`src/rtl/fp_norm_round.sv`:
```
// fp_norm_round: two-stage normalize / round-to-nearest-even / pack to IEEE binary32.
// Define FP_NORM_FLAGS_EN to add the out_flags {overflow, underflow, inexact, zero} port.
module fp_norm_round #(
    parameter int MANT_W = 27,
    parameter int EXP_W  = 10
) (
    input  logic              clk,
    input  logic              rst_n,
    input  logic              in_valid,
    output logic              in_ready,
    input  logic              in_sign,
    input  logic [EXP_W-1:0]  in_exp,
    input  logic [MANT_W-1:0] in_mant,
    output logic              out_valid,
    input  logic              out_ready,
    output logic [31:0]       out_data
`ifdef FP_NORM_FLAGS_EN
    ,
    output logic [3:0]        out_flags
`endif
);

    localparam int XW  = EXP_W + 1;
    localparam int FW  = EXP_W + 2;
    localparam int SW  = MANT_W - 2;
    localparam int FRW = MANT_W - 4;
    localparam int LZW = $clog2(MANT_W);

    logic           r_s1_valid;
    logic           r_s1_sign;
    logic           r_s1_zero;
    logic           r_s1_stk;
    logic [XW-1:0]  r_s1_exp;
    logic [SW-1:0]  r_s1_mant;

    logic           r_s2_valid;
    logic [31:0]    r_s2_data;

    logic           w_s1_adv;
    logic [LZW-1:0] w_lz;
    logic [XW-1:0]  w_exp_ext;
    logic [XW-1:0]  w_s1_exp;
    logic [SW-1:0]  w_s1_mant;
    logic           w_s1_stk;
    logic           w_s1_zero;

    logic [FRW-1:0] w_frac;
    logic           w_guard;
    logic           w_sticky;
    logic           w_inc;
    logic [FRW:0]   w_frac_sum;
    logic [FW-1:0]  w_exp_r;
    logic           w_ovf;
    logic           w_unf;
    logic [31:0]    w_s2_data;

    assign w_s1_adv  = ~r_s2_valid | out_ready;
    assign in_ready  = ~r_s1_valid | w_s1_adv;
    assign out_valid = r_s2_valid;
    assign out_data  = r_s2_data;

    // Highest set bit wins, so the last match in the ascending scan is the count.
    always_comb begin
        w_lz = '0;
        for (int i = 0; i < MANT_W - 1; i++) begin
            if (in_mant[i]) begin
                w_lz = LZW'(MANT_W - 2 - i);
            end
        end
    end

    assign w_exp_ext = {in_exp[EXP_W-1], in_exp};
    assign w_s1_zero = (in_mant == '0);

    always_comb begin
        w_s1_mant = SW'(in_mant << w_lz);
        w_s1_exp  = w_exp_ext - XW'(w_lz);
        w_s1_stk  = 1'b0;
        if (in_mant[MANT_W-1]) begin
            w_s1_mant = SW'(in_mant >> 1);
            w_s1_exp  = w_exp_ext + XW'(1);
            w_s1_stk  = in_mant[0];
        end
    end

    assign w_frac     = r_s1_mant[SW-1:2];
    assign w_guard    = r_s1_mant[1];
    assign w_sticky   = r_s1_mant[0] | r_s1_stk;
    assign w_inc      = w_guard & (w_sticky | w_frac[0]);
    assign w_frac_sum = {1'b0, w_frac} + (FRW+1)'(w_inc);
    assign w_exp_r    = {r_s1_exp[XW-1], r_s1_exp} + FW'(w_frac_sum[FRW]);
    assign w_unf      = w_exp_r[FW-1] | (w_exp_r == '0);
    assign w_ovf      = ~w_exp_r[FW-1] & (w_exp_r >= FW'(255));

    // On carry-out the sum's low bits are already zero.
    always_comb begin
        w_s2_data = {r_s1_sign, w_exp_r[7:0], w_frac_sum[FRW-1:0]};
        if (r_s1_zero || w_unf) begin
            w_s2_data = {r_s1_sign, 31'h0};
        end else if (w_ovf) begin
            w_s2_data = {r_s1_sign, 8'hFF, 23'h0};
        end
    end

    always_ff @(posedge clk or negedge rst_n) begin
        if (!rst_n) begin
            r_s1_valid <= 1'b0;
            r_s1_sign  <= 1'b0;
            r_s1_zero  <= 1'b0;
            r_s1_stk   <= 1'b0;
            r_s1_exp   <= '0;
            r_s1_mant  <= '0;
        end else begin
            if (in_ready) begin
                r_s1_valid <= in_valid;
            end
            if (in_ready && in_valid) begin
                r_s1_sign <= in_sign;
                r_s1_zero <= w_s1_zero;
                r_s1_stk  <= w_s1_stk;
                r_s1_exp  <= w_s1_exp;
                r_s1_mant <= w_s1_mant;
            end
        end
    end

    always_ff @(posedge clk or negedge rst_n) begin
        if (!rst_n) begin
            r_s2_valid <= 1'b0;
            r_s2_data  <= '0;
        end else begin
            if (w_s1_adv) begin
                r_s2_valid <= r_s1_valid;
            end
            if (w_s1_adv && r_s1_valid) begin
                r_s2_data <= w_s2_data;
            end
        end
    end

`ifdef FP_NORM_FLAGS_EN
    logic       w_nz;
    logic [3:0] w_flags;
    logic [3:0] r_flags;

    assign w_nz    = ~r_s1_zero;
    assign w_flags = {w_nz & ~w_unf & w_ovf,
                      w_nz & w_unf,
                      w_nz & (w_guard | w_sticky | w_unf),
                      r_s1_zero | w_unf};

    always_ff @(posedge clk or negedge rst_n) begin
        if (!rst_n) begin
            r_flags <= '0;
        end else if (w_s1_adv && r_s1_valid) begin
            r_flags <= w_flags;
        end
    end

    assign out_flags = r_flags;
`endif

endmodule

```
`config.mk`:
```
export PLATFORM = sky130hd
export DESIGN_NAME = fp_norm_round
export DESIGN_NICKNAME = d
export VERILOG_FILES = /design/src/rtl/fp_norm_round.sv
export SDC_FILE = /design/constraint.sdc
export NUM_CORES = 1
export LEC_CHECK = 0
export BUFFER_PORTS_ARGS = -buffer_cell sky130_fd_sc_hd__buf_2
export CAP_MARGIN = 20
export CORE_MARGIN = 1.5
export CORE_UTILIZATION = 25
export CTS_BUF_LIST = sky130_fd_sc_hd__clkbuf_8
export DETAILED_ROUTE_END_ITERATION = 8
export PLACE_DENSITY = 0.4
export RECOVER_POWER = 100
export SYNTH_ARGS = -nofsm -noshare
export SYNTH_HDL_FRONTEND = slang
export SYNTH_SLANG_ARGS = --single-unit
```
`constraint.sdc`:
```
create_clock -name clk -period 4.7 [get_ports clk]
set_input_delay 0.47 -clock clk [delete_from_list [all_inputs] [get_ports clk]]
set_output_delay 0.47 -clock clk [all_outputs]
set_load 0.01 [all_outputs]
```
* Word level (Yosys, flattened, before mapping)
Cells that the tools add are included.
Storage, ports and cells: flip-flop bits (word level) 73, input port bits 42
Operators by class: shift operators 1, reduce and logical (&&, ||, !) cells 5, multiplexer cells 31, $add $sub $neg 4, $lt $le $gt $ge 1, bitwise gates (word level) 10
Operators by type and width (number):
- 5-bit 2-to-1 mux | 26
- 31-bit 2-to-1 mux | 2
- 27-bit logical NOT | 1
- 27-bit by 5-bit left shift with 25-bit output | 1
- 25-bit 2-to-1 mux | 1
- 23-bit by 1-bit adder with 24-bit output | 1
- 11-bit by 2-bit adder with 12-bit output | 1
- 12-bit by 8-bit >= comparator with 1-bit output (second input constant) | 1
- 12-bit logical NOT | 1
- 10-bit by 2-bit adder with 11-bit output (second input constant) | 1
- 11-bit 2-to-1 mux | 1
- 10-bit by 6-bit subtractor with 11-bit output | 1
- 1-bit bitwise OR | 5
- 1-bit inverter | 3
- 1-bit bitwise AND | 2
- 1-bit logical AND | 2
- 1-bit logical OR | 1
- 1-bit 2-to-1 mux | 1

* Longest topological paths before layout
depth in word-level cells 28, depth in mapped cells 21, mapped depth without buffers 19

* Worst setup path before layout
OpenSTA, ideal clock, no wires.
path type input port to flip-flop, start point in in_mant[20], end point reg r_s1_exp[10], arrival time 4.068 ns, required time 4.565 ns, cell stages on the path 19, setup slack 0.497 ns, setup time 0.135 ns, path through buf_6 -> or4_1 -> a211o_1 -> a31oi_4 -> inv_2 -> buf_6 -> buf_2 -> ha_1 -> nor2b_1 -> fa_1 -> a21o_1 -> a21oi_1 -> nor2b_1 -> o21a_1 -> nor4_1 -> nor3_1 -> a31o_2 -> xnor2_1 -> o21ai_0
Between the ends: word-level cells in the longest chain between the ends 8
RTL lines:
- start: declaration | RTL line 13 | input logic [MANT_W-1:0] in_mant,
- 5-bit 2-to-1 mux (6 in a row) | RTL line 66 | if (in_mant[i]) begin
- 10-bit by 6-bit subtractor with 11-bit output | RTL line 77 | w_s1_exp = w_exp_ext - XW'(w_lz);
- 11-bit 2-to-1 mux | RTL line 79 | if (in_mant[MANT_W-1]) begin
- end signal: assignment | RTL line 121 | r_s1_exp <= w_s1_exp;
- end: declaration | RTL line 33 | logic [XW-1:0] r_s1_exp;
No other way between the ends. A chain may end at the register's enable or synchronous reset.

* Worst setup path after layout
start point in in_mant[21], end point reg r_s1_exp[10]
Between the ends: word-level cells in the longest chain between the ends 7
RTL lines (RTL line):
- 5-bit 2-to-1 mux (5 in a row) | 66
- 10-bit by 6-bit subtractor with 11-bit output | 77
- 11-bit 2-to-1 mux | 79
No other way between the ends.

==> results.json <==
{
  "crit_slowest_cell": "fa_1",
  "core_area_um2": 22780,
  "ys_ff_latch": 73,
  "grt_pass1_vias": 5634,
  "fill_cells": 2526,
  "place.gp.congestion": 0.8951,
  "syn_area_per_cell_um2": 8.041,
  "syn_to_final_growth_pct": 16.46,
  "hpwl_um": 16700,
  "crit_chain": "buf_2, nor3_1, o221ai_1, and2_0, nand2_1, inv_4, ha_1, nor2b_1, fa_1, a21o_1, a21oi_1, nor2b_1, o21a_1, nor4_1, nor3_1, a31o_2, xnor2_1, o21ai_0",
  "synth_edf_count": 0,
  "crit_family": "simple AND/OR/NAND/NOR gates",
  "report.final.slew_viol_count": 87,
  "layout_min_cycle_time_ps": 4266,
  "criticalPathCategory": "in2reg",
  "fin_crit_sh": 0.9077,
  "yosys_warnings": 0,
  "fmax_ghz": 0.2344,
  "timing.critical_path.buf_inv": 2,
  "wl_per_cell_um": 19.68,
  "power_density_nw_per_um2": 335.8,
  "grt_first_pass_wirelength_um": 34270,
  "timing.final.hold_violations": 0,
  "initial_core_util": 0.2563,
  "r2r_slack_ps": 490,
  "grt_max_degree": 53,
  "vias": 5872,
  "dp.cells": 1099,
  "ys_types": 74,
  "clock_sinks": 73,
  "cts_tree": "yes",
  "clockBufferDepth": 2,
  "finalNonFillerCells": 1116,
  "reg2reg_from": "r_s1_mant[5]",
  "first_iter_violations": 469,
  "netlist_instances": 726,
  "drive_gt1_frac": 0.1220,
  "rr_endpoint": "out_data[3]",
  "dpl_cell_area_um2": 6601,
  "ant_nets": 0,
  "clkLatencyLatePin_ps": 340,
  "relSlewSlack": -0.6791,
  "drv_cap": 2,
  "worst-path-max-fanout": 10,
  "skew_ps": 12.83,
  "layout.nets": 856,
  "wl_um": 21960,
  "p_leak_nw": 2.786,
  "cts_root_buffer": "clkbuf_8",
  "track_usage": 0.1839,
  "avgViaCountPerCell": 5.262,
  "min_delay_path_depth": 3,
  "hp-class": "in2reg",
  "layout_commonest_cell": "nand2_1",
  "die_h_um": 155.8,
  "setup_viol": 0,
  "startpoint_type": "input port",
  "antenna_cells_inserted": 0,
  "whs_endpoint": "r_s1_sign",
  "power_mw": 2.283,
  "overflow": 0,
  "final_cell_mix": "95 x nand2_1, 73 x dfrtp_1, 67 x nor2_1, 54 x o21ai_0, 42 x a21oi_1",
  "path_clk_slew_ps": 80,
  "io_pins": 76,
  "synthesis.area_um2": 5838,
  "postLayoutCellArea_um2": 6799,
  "cp.required_ps": 4830,
  "port_buffers": 75,
  "endpoint_kind": "register",
  "async_reset_ff_frac": 1.000,
  "die-area_um2": 24280,
  "drc": 0,
  "h-tree-depth": 3,
  "num_rows": 55,
  "violations": "capacitance limit, slew limit",
  "synth-seq-area-share": 0.3129,
  "reg2reg_depth": 19,
  "tns_ps": 0,
  "syn_nets": 784,
  "drtPass1Iterations": 5,
  "max_stage_delay_ps": 440,
  "hp-start": "in_sign",
  "worst_pin_slew_ps": 2519,
  "antenna_found_initial": 0,
  "ff_latch_area_um2": 1827,
  "status": "finished, violations left",
  "yosys_most_used_dff": "dfrtp_1",
  "rsz0062_at_grt": "no",
  "fp.dieW_um": 155.8,
  "numCtsBuffers": 9,
  "multiInputGateArea_um2": 3736,
  "cp_data_arrival_time_ps": 4400,
  "peakVddDrop_mv": 0.1044,
  "post-cts-setup-buffers": 0
}
-- worst min-delay path: stages --
cell and delay [ps]:
buf_2 80, nand2_1 40, nand2_1 40
-- worst max-delay path by stage --
stage | from | endpoint | slack, ps | cells past startpoint
floorplan | in_mant[20] | r_s1_exp[10] | 500 | 19
global placement | r_s1_mant[5] | out_data[18] | 360 | 19
detailed placement | r_s1_mant[5] | out_data[3] | 180 | 19
CTS | r_s1_mant[5] | out_data[3] | 110 | 19
global route | r_s1_mant[5] | out_data[18] | 60 | 19
finish | in_mant[21] | r_s1_exp[10] | 430 | 18
-- per-layer routing --
metal / track usage / routed length, µm / vias to the layer above
met1: 0.2762 / 10880 / 2757
met3: 0.02278 / 1272 / 44
met4: 0.07302 / 694 / 0
met2: 0.2633 / 9114 / 240
li1: - / - / 2831
met5: 0 / 0 / -
-- cells by family after synthesis --
| kind of cell | count (synthesis) | synth area share |
|---|---|---|
| buffers and inverters | 59 | 0.04736 |
| adders and majority gates | 16 | 0.03558 |
| and+or+nand+nor | 291 | 0.2360 |
| AOI/OAI and AO/OA | 224 | 0.2675 |
| DFF | 73 | 0.3129 |
| xor gates and xnor gates | 39 | 0.05851 |
| muxes | 24 | 0.04222 |
-- metrics by stage --
stage	hold WS, ps	utilization	setup WS [ps]
floorplan	174.4	-	497.2
global placement	386.8	0.2898	357.9
detailed placement	386.0	0.2898	178.9
CTS	300.6	0.3018	107.2
global route	321.0	0.2985	62.44
finish	329.7	0.2985	433.7
-- state kept, by name, summed over array words and instances, names as in the netlist --
| register | flops |
|---|---|
| r_s1_mant | 25 |
| r_s1_valid | 1 |
| r_s1_zero | 1 |
| r_s1_stk | 1 |
| r_s1_exp | 11 |
| out_valid | 1 |
| r_s1_sign | 1 |
| out_data | 32 |
-- layout make-up --
type / instances / share of cell area
Multi-Input combinational cell: 594 / 0.5495
Inverter: 19 / 0.01086
Sequential cell: 73 / 0.2687
Clock buffer: 12 / 0.02429
Timing Repair Buffer: 101 / 0.07471
Clock inverter: 4 / 0.01435
Tap cell: 313 / 0.05760
-- repair_timing --
| action | in CTS | in global routing |
|---|---|---|
| setup endpoints to repair | 0 | 21 |
| hold buffers | 1 | 0 |
| gates resized for setup | 0 | 1 |
| endpoints found under the hold margin | 14 | 0 |
-- cell usage after synthesis, types with 6 or more instances --
| library cell | count | area share |
|---|---|---|
| nand2_1 | 94 | 0.060 |
| dfrtp_1 | 73 | 0.31 |
| nor2_1 | 67 | 0.043 |
| o21ai_0 | 54 | 0.046 |
| a21oi_1 | 42 | 0.036 |
| nand3_1 | 38 | 0.033 |
| clkbuf_1 | 24 | 0.015 |
| xor2_1 | 21 | 0.032 |
| mux2i_1 | 19 | 0.033 |
| xnor2_1 | 18 | 0.027 |
| inv_1 | 17 | 0.011 |
| nor3_1 | 16 | 0.014 |
| ha_1 | 15 | 0.032 |
| a21o_1 | 11 | 0.014 |
| a221oi_1 | 11 | 0.017 |
| a22o_1 | 11 | 0.017 |
| a31oi_1 | 11 | 0.012 |
| and2_1 | 11 | 0.012 |
| and3_1 | 11 | 0.012 |
| nand2b_1 | 11 | 0.012 |
| nor4_1 | 11 | 0.012 |
| a211oi_1 | 8 | 0.010 |
| a22oi_1 | 8 | 0.010 |
| buf_2 | 8 | 0.0069 |
| o211ai_1 | 8 | 0.010 |
| or4_1 | 7 | 0.0090 |
| nand4_1 | 6 | 0.0064 |
| nor2b_1 | 6 | 0.0064 |
-- power by group --
group / internal [mW] / switching, mW
clock: 0.396 / 0.237
combinational: 0.286 / 0.465
sequential: 0.773 / 0.125
Note: power is estimated with default switching activity, not from simulation.
